[config.mk]
export PLATFORM = sky130hd
export DESIGN_NAME = ifetch_unit
export DESIGN_NICKNAME = d
export VERILOG_FILES = /design/src/rtl/cpu_pkg.sv /design/src/rtl/npc_calc.sv /design/src/rtl/ifetch_unit.sv
export SDC_FILE = /design/constraint.sdc
export NUM_CORES = 1
export LEC_CHECK = 0
export ABC_AREA = 1
export CORE_ASPECT_RATIO = 1.1
export CORE_MARGIN = 8
export CORE_UTILIZATION = 47
export DETAILED_ROUTE_END_ITERATION = 12
export PLACE_DENSITY_LB_ADDON = 0.3
export SYNTH_ARGS = -nofsm -noshare
export SYNTH_HDL_FRONTEND = slang
export SYNTH_HIERARCHICAL = 1
export SYNTH_SLANG_ARGS = --single-unit
[constraint.sdc]
create_clock -name clk -period 6.2 [get_ports clk]
set_input_delay 1.24 -clock clk [delete_from_list [all_inputs] [get_ports clk]]
set_output_delay 1.24 -clock clk [all_outputs]
set_load 0.005 [all_outputs]
[src/rtl/cpu_pkg.sv]
// ===========================================================================
// cpu_pkg : shared next-PC encodings, fetch states and address defaults
// Revision: 1.0
// ===========================================================================
`default_nettype none

package cpu_pkg;

  localparam logic [2:0] NPC_SEQ    = 3'd0;
  localparam logic [2:0] NPC_BRANCH = 3'd1;
  localparam logic [2:0] NPC_JUMP   = 3'd2;
  localparam logic [2:0] NPC_JREG   = 3'd3;
  localparam logic [2:0] NPC_EXC    = 3'd4;
  localparam logic [2:0] NPC_ERET   = 3'd5;

  typedef enum logic [1:0] {
    ST_FETCH = 2'd0,
    ST_HOLD  = 2'd1,
    ST_FAULT = 2'd2
  } fetch_state_t;

  localparam logic [31:0] DEFAULT_RESET_PC   = 32'h0040_0000;
  localparam logic [31:0] DEFAULT_IMEM_BASE  = 32'h0040_0000;
  localparam logic [31:0] DEFAULT_EXC_VECTOR = 32'h0040_0004;
  localparam logic [31:0] NOP                = 32'h0000_0000;

endpackage

`default_nettype wire

[src/rtl/npc_calc.sv]
// ===========================================================================
// npc_calc : combinational next-PC selection for the fetch stage
// Revision: 1.0
// ===========================================================================
`default_nettype none

module npc_calc
  import cpu_pkg::*;
#(
  parameter logic [31:0] EXC_VECTOR = DEFAULT_EXC_VECTOR
) (
  input  logic [31:0] pc,
  input  logic [31:0] ir,
  input  logic [2:0]  npc_sel,
  input  logic [31:0] rs_data,
  input  logic [31:0] epc,
  output logic [31:0] npc,
  output logic [31:0] pc_plus4
);

  logic [31:0] branch_off;
  logic        unused_opcode;

  // The opcode field is decoded by the controller, not here.
  assign unused_opcode = ^ir[31:26];

  assign pc_plus4   = pc + 32'd4;
  assign branch_off = {{14{ir[15]}}, ir[15:0], 2'b00};

  always_comb begin
    npc = pc_plus4;
    case (npc_sel)
      NPC_BRANCH: npc = pc_plus4 + branch_off;
      NPC_JUMP:   npc = {pc_plus4[31:28], ir[25:0], 2'b00};
      NPC_JREG:   npc = rs_data;
      NPC_EXC:    npc = EXC_VECTOR;
      NPC_ERET:   npc = epc;
      default:    npc = pc_plus4;
    endcase
  end

endmodule

`default_nettype wire

[src/rtl/ifetch_unit.sv]
// ===========================================================================
// ifetch_unit : PC/IR ownership, fetch FSM, range check and retire counter
// Revision: 1.0
// ===========================================================================
`default_nettype none

module ifetch_unit
  import cpu_pkg::*;
#(
  parameter logic [31:0] RESET_PC   = DEFAULT_RESET_PC,
  parameter logic [31:0] IMEM_BASE  = DEFAULT_IMEM_BASE,
  parameter int          IMEM_WORDS = 2048,
  parameter logic [31:0] EXC_VECTOR = DEFAULT_EXC_VECTOR
) (
  input  logic        clk,
  input  logic        rst_n,
  output logic [31:0] imem_addr,
  input  logic [31:0] imem_inst,
  input  logic        stall,
  input  logic        retire,
  input  logic [2:0]  npc_sel,
  input  logic [31:0] rs_data,
  input  logic [31:0] epc,
  output logic [31:0] pc,
  output logic [31:0] pc_plus4,
  output logic [31:0] ir,
  output logic        ir_valid,
  output logic        fetch_fault,
  output logic [31:0] inst_count
);

  // One past the last valid byte, kept 33 bits wide so a top-of-space
  // memory does not wrap the comparison.
  localparam logic [32:0] IMEM_END = {1'b0, IMEM_BASE} + 33'(IMEM_WORDS) * 33'd4;

  fetch_state_t state, state_nxt;
  logic [31:0]  npc;
  logic         pc_ok;

  npc_calc #(
    .EXC_VECTOR (EXC_VECTOR)
  ) u_npc_calc (
    .pc       (pc),
    .ir       (ir),
    .npc_sel  (npc_sel),
    .rs_data  (rs_data),
    .epc      (epc),
    .npc      (npc),
    .pc_plus4 (pc_plus4)
  );

  assign imem_addr = pc;
  assign pc_ok     = (pc[1:0] == 2'b00) && (pc >= IMEM_BASE) && ({1'b0, pc} < IMEM_END);
  assign ir_valid  = (state != ST_FETCH);

  always_comb begin
    state_nxt = state;
    case (state)
      ST_FETCH: begin
        if (!pc_ok)      state_nxt = ST_FAULT;
        else if (!stall) state_nxt = ST_HOLD;
      end
      ST_HOLD, ST_FAULT: begin
        if (retire) state_nxt = ST_FETCH;
      end
      default: state_nxt = ST_FETCH;
    endcase
  end

  always_ff @(posedge clk or negedge rst_n) begin
    if (!rst_n) begin
      state       <= ST_FETCH;
      pc          <= RESET_PC;
      ir          <= NOP;
      fetch_fault <= 1'b0;
      inst_count  <= 32'd0;
    end else begin
      state <= state_nxt;
      case (state)
        ST_FETCH: begin
          if (!pc_ok) begin
            ir          <= NOP;
            fetch_fault <= 1'b1;
          end else if (!stall) begin
            ir <= imem_inst;
          end
        end
        ST_HOLD: begin
          if (retire) begin
            pc         <= npc;
            inst_count <= inst_count + 32'd1;
          end
        end
        ST_FAULT: begin
          // A faulted fetch is not a retired instruction.
          if (retire) begin
            pc          <= npc;
            fetch_fault <= 1'b0;
          end
        end
        default: ;
      endcase
    end
  end

endmodule

`default_nettype wire

After elaboration in Yosys (flattened, before gate mapping)
Cells that the tools add are included.

word-level totals
  bits in registers = 99
  latch bits = 0
  RAM bits = 0
  ROM bits = 0
  input port bits = 103
  output and inout bits = 162
  logic and storage cells = 44
  memories kept = 0

cells by class
  add/sub/neg operators = 3
  multiply operators = 0
  div/mod/pow operators = 0
  $lt $le $gt $ge = 2
  equal/unequal tests = 12
  shifts and indexed selects = 0
  multiplexer cells = 10
  bitwise logic cells = 0
  reductions and logical operators = 12

operator list
  kind                                                                            count
  32-bit one-hot mux with 5 select lines                                          1
  32-bit 2-to-1 mux                                                               2
  32-bit by 1-bit adder with 32-bit output, second input constant                 1
  32-bit by 3-bit adder with 32-bit output, second input constant                 1
  32-bit adder                                                                    1
  32-bit by 23-bit >= comparator with 1-bit output, second input constant         1
  32-bit by 23-bit less-than comparator with 1-bit output, second input constant  1
  2-bit AND reduction                                                             4
  3-bit by 2-bit equality test with 1-bit output, second input constant           2
  3-bit equality test, second input constant                                      2
  2-bit 2-to-1 mux                                                                3
  2-bit != test, second input constant                                            3
  2-bit zero test                                                                 2
  2-bit one-hot mux with 2 select lines                                           1
  2-bit nonzero test                                                              2
  3-bit by 1-bit equality test with 1-bit output, second input constant           1
  3-bit != test, second input constant                                            1
  3-bit AND reduction                                                             1
  2-bit by 1-bit equality test with 1-bit output, second input constant           1
  2-bit equality test, second input constant                                      1
  1-bit logical AND                                                               2
  1-bit 2-to-1 mux                                                                2
  2-bit by 1-bit != test with 1-bit output, second input constant                 1
  1-bit one-hot mux with 2 select lines                                           1
  2-bit OR reduction                                                              1

Logic depth before layout (Yosys ltp)
  depth in word-level cells = 5
  depth in mapped cells = 23
  mapped depth without buffers = 23

By module
Netlist, hierarchy kept.

by module, submodules not included
  module       instances  cells each  area each (µm²)  seq. area each (µm²)
  ifetch_unit  1          553         4988.5           2478.6
  npc_calc     1          780         3875.0           0.0

Worst setup path before layout
OpenSTA, ideal clock, no wires.

  path kind = register to register
  start = register pc[2] (netlist: imem_addr[2])
  end = register pc[25] (netlist: imem_addr[25])
  setup time = 0.125 ns
  arrival = 2.811 ns
  required time = 6.075 ns
  path slack = 3.265 ns
  cell stages (with the launch flop) = 20
  path buffers = 0
  period minus slack after synthesis = 2.935 ns
  path through = dfrtp_1 > ha_1 > nand2_1 > nor3_1 > inv_1 > nor2_1 > nand2_1 > xor2_1 > inv_1 > ha_1 > nand2_1 > nor2_1 > inv_1 > nor3_1 > nand3_1 > nand3_1 > nand2_1 > nand3_1 > nand3_1 > mux2_2

between the ends
  longest elaborated chain between the ends = 3

RTL lines
  item                                      line               RTL
  start, declared                           ifetch_unit.sv:24  output logic [31:0] pc,
  start signal, assigned                    ifetch_unit.sv:90  pc <= npc;
  start signal, assigned                    ifetch_unit.sv:97  pc <= npc;
  32-bit by 3-bit adder with 32-bit output  npc_calc.sv:27     assign pc_plus4 = pc + 32'd4;
  named net pc_plus4[20]                    ifetch_unit.sv:25  output logic [31:0] pc_plus4,
  32-bit adder                              npc_calc.sv:33     NPC_BRANCH: npc = pc_plus4 + branch_off;
  32-bit one-hot mux with 5 select lines    npc_calc.sv:32     case (npc_sel)
  named net npc[25]                         ifetch_unit.sv:37  logic [31:0] npc;

The timed path passes the listed nets, and every way through them passes these cells.
A chain may end at the register's enable or synchronous reset.

Worst setup path in the final report
  start = register pc[2] (netlist: imem_addr[2])
  end = output port pc_plus4[22]

between the ends
  longest elaborated chain between the ends = 1

RTL lines
  item                                      line
  32-bit by 3-bit adder with 32-bit output  npc_calc.sv:27
  end, declared                             ifetch_unit.sv:25

No other way between the ends.

==> flow_summary.json <==
{
  "run_status": "finished clean",
  "cap_violations": 0,
  "finalPower_mw": 3.34,
  "yosysSeqAreaShare": 0.280,
  "wire_per_inst_um": 19.3,
  "fin_crit_sh": 0.673,
  "utilization": 0.635,
  "p_comb_frac": 0.522,
  "fmax_mhz": 240,
  "drt_wl_total_um": 34800,
  "cp_num_buf_inv": 2,
  "netlist_instances": 1333,
  "synth_top_area_cell": "dfrtp_1",
  "final.setup_skew_ns": 0.0115,
  "htreeDepth": 3,
  "drive_gt1_frac": 0.0643,
  "hold_class": "register to register",
  "critPathTopFamily": "simple AND/OR/NAND/NOR gates",
  "first_iter_violations": 930,
  "slew_headroom": 0.154,
  "synth_area_leaders": "dfrtp_1 (28%), nand2_1 (19%), nand3_1 (7.1%)",
  "hpwl_um": 27400,
  "rr_worst_depth": 17,
  "crit_path_start_kind": "register",
  "antenna_found_initial": 1,
  "yosysMostFrequentCell": "nand2_1",
  "cts_resized": 0,
  "numCtsBuffers": 9,
  "ant_nets": 0,
  "post_cts_buffers": 0,
  "yosysWarnings": 6,
  "synth-main-ff-cell": "dfrtp_1",
  "track_usage": 0.290,
  "synth_cell_types": 50,
  "ios": 265,
  "whs_endpoint": "ir[29]$_DFFE_PN0P_",
  "powerDensity_mw_per_mm2": 285,
  "power.internal_mw": 1.93,
  "cts_tree": "yes",
  "cp-end-kind": "output port",
  "p_leak_nw": 5.68,
  "worstMarginPinSlew_ns": 1.27,
  "syn_area_mm2": 0.00886,
  "num-nets-final": 1693,
  "row_count": 52,
  "syn_avg_cell_area_um2": 6.65,
  "clkPwrFrac": 0.182,
  "path_class": "register to output port",
  "slowest_delay_ns": 0.60,
  "hp-start": "ir[29]$_DFFE_PN0P_",
  "area_growth_pct": 32.4,
  "ir_drop_uv": 216,
  "vias_per_cell": 5.55,
  "p_sw_frac": 0.422,
  "async_reset_ff_frac": 1.00,
  "hold_buffers": 0,
  "dieArea_mm2": 0.0235,
  "switchingPower_mw": 1.41,
  "place_congestion": 0.960,
  "hold_viol": 0,
  "cp_data_arrival_time_ns": 2.93,
  "clock_latency_ns": 0.36,
  "rsz0062_at_grt": "false",
  "synth_common_cells": "nand2_1 (459), inv_1 (152), nor2_1 (126)",
  "core_region_area_mm2": 0.0185,
  "dp_slack_ns": 2.48,
  "r2r-end": "imem_addr[27]$_DFFE_PN0P_",
  "yosys_register_bits": 99,
  "route.detailed.drc": 0,
  "grt_overflow_total": 0,
  "initial_core_util": 0.480,
  "grt_pass1_vias": 9594,
  "rrSetupSlack_ns": 2.44,
  "setup_violations": 0,
  "crit_fanout": 6,
  "via_count": 9998,
  "crit_path_top_delay_cell": "clkdlybuf4s50_1",
  "clk_pin_slew_worst_paths_ns": 0.08,
  "synth_fp_nets": 1475,
  "whs_path_depth": 2,
  "seqPwrFrac": 0.296,
  "drtPass1Iterations": 6,
  "period_needed_ns": 4.17,
  "cts-root-buf": "clkbuf_16",
  "reg2reg_from": "imem_addr[2]$_DFFE_PN0P_",
  "die_h_um": 160,
  "cts_max_path_buffers": 2,
  "grt_max_degree": 63,
  "die_w_um": 147,
  "cp.required_ns": 4.96,
  "synthDominantCellAreaShare": 0.277,
  "crit_chain": "ha_1 -> nand2_1 -> inv_1 -> nand3_2 -> nor3b_4 -> nand2_2 -> xor2_1 -> clkdlybuf4s50_1",
  "grt_pass1_wl_um": 54000,
  "synth_edf_count": 0,
  "io_buffers": 264,
  "cts_sinks": 99,
  "finalMaxSlewViolations": 0,
  "fin_ws_ns": 2.03,
  "tns_ns": 0
}
[layout by cell type, fill, tap and decap left out, drive strengths merged, types with 2 or more instances in the layout]
cell type,synthesis,final
nor3,19,19
nand2,468,468
a21oi,45,45
nand3,136,136
nand3b,8,8
diode,0,2
mux2,29,29
nand4,27,27
clkbuf,10,10
a221oi,3,3
or2,5,5
o2111ai,5,5
nor2,140,140
o21ai,13,13
a22oi,14,14
xor2,31,31
a22o,9,9
xnor2,10,10
ha,38,38
inv,154,157
and2,4,4
clkinv,1,4
clkdlybuf4s50,0,263
o21bai,6,6
dfrtp,98,98
buf,51,5
[metrics by stage]
stage,hold WS (ns),instance area (um2),instances
after floorplan,0.465,8860,1333
after global placement,0.454,11400,1783
after detailed placement,0.458,11400,1783
after CTS,0.478,11700,1799
after global routing,0.515,11700,1800
final,0.476,11700,1801
[power groups by stage]
| stage | clock network [mW] | logic [mW] | registers, mW |
|---|---|---|---|
| 6_report | 0.609 | 1.74 | 0.988 |
| 5_1_grt | 0.638 | 1.89 | 1.01 |
| 4_1_cts | 0.613 | 1.74 | 0.983 |
| 3_5_place_dp | 0 | 1.73 | 0.995 |
| 3_3_place_gp | 0 | 1.71 | 0.991 |
| 2_1_floorplan | 0 | 0.962 | 0.921 |
[final cells by class]
class	instances	area, um2
antenna	2	5.00
tap	243	304
sequential	99	2480
inverter	155	582
timing repair buffer	268	2670
clock buffer	10	239
fill	1737	6740
clock inverter	6	70.1
multi-input combinational	1018	5390
[worst max-delay path by stage]
stage / cells after the start / slack [ns] / end / start
after floorplan: 19 / 3.26 / imem_addr[25]$_DFFE_PN0P_ / imem_addr[2]$_DFFE_PN0P_
after global placement: 8 / 2.52 / pc_plus4[22] / imem_addr[2]$_DFFE_PN0P_
after detailed placement: 8 / 2.48 / pc_plus4[22] / imem_addr[2]$_DFFE_PN0P_
after CTS: 8 / 2.09 / pc_plus4[24] / imem_addr[2]$_DFFE_PN0P_
after global routing: 8 / 1.94 / pc_plus4[22] / imem_addr[2]$_DFFE_PN0P_
final: 8 / 2.03 / pc_plus4[22] / imem_addr[2]$_DFFE_PN0P_
[flip-flops by register name, summed over array words and instances, names as in the netlist]
register,count
imem_addr,32
inst_count,32
ir,32
state,2
fetch_fault,1
[routing by layer]
layer	vias to the layer above	global-route usage	part of all wire
li1	4705	-	-
met3	105	0.0636	0.095
met5	-	0	0
met4	0	0.125	0.041
met1	4636	0.349	0.39
met2	552	0.489	0.48
[worst register-to-register path: stages, from the launching register on]
cell     delay (ns)
dfrtp_1        0.46
ha_1           0.21
nand2_1        0.10
inv_1          0.13
nand3_2        0.18
nor3b_4        0.34
nand2_2        0.12
xor2_1         0.43
ha_1           0.38
a21oi_1        0.26
nand2_1        0.11
nand2_1        0.07
nand3_1        0.08
a21oi_1        0.24
nand3_1        0.11
nand3_1        0.10
nand3_1        0.08
mux2_2         0.26
[cells by family (layout without fill, tap and decap cells)]
kind of cell             after synthesis  count (layout)  synth area share
XOR/XNOR                              41              41            0.0405
AND/OR/NAND/NOR                      810             810             0.404
AO/OA/AOI/OAI                         99              99            0.0706
buffers and inverters                216             439             0.113
adder cells (fa/ha/maj)               39              39            0.0559
multiplexers                          29              29            0.0368
other                                  0               2                 0
flip-flops                            99              99             0.280
Power figures use the tool's default switching activity.
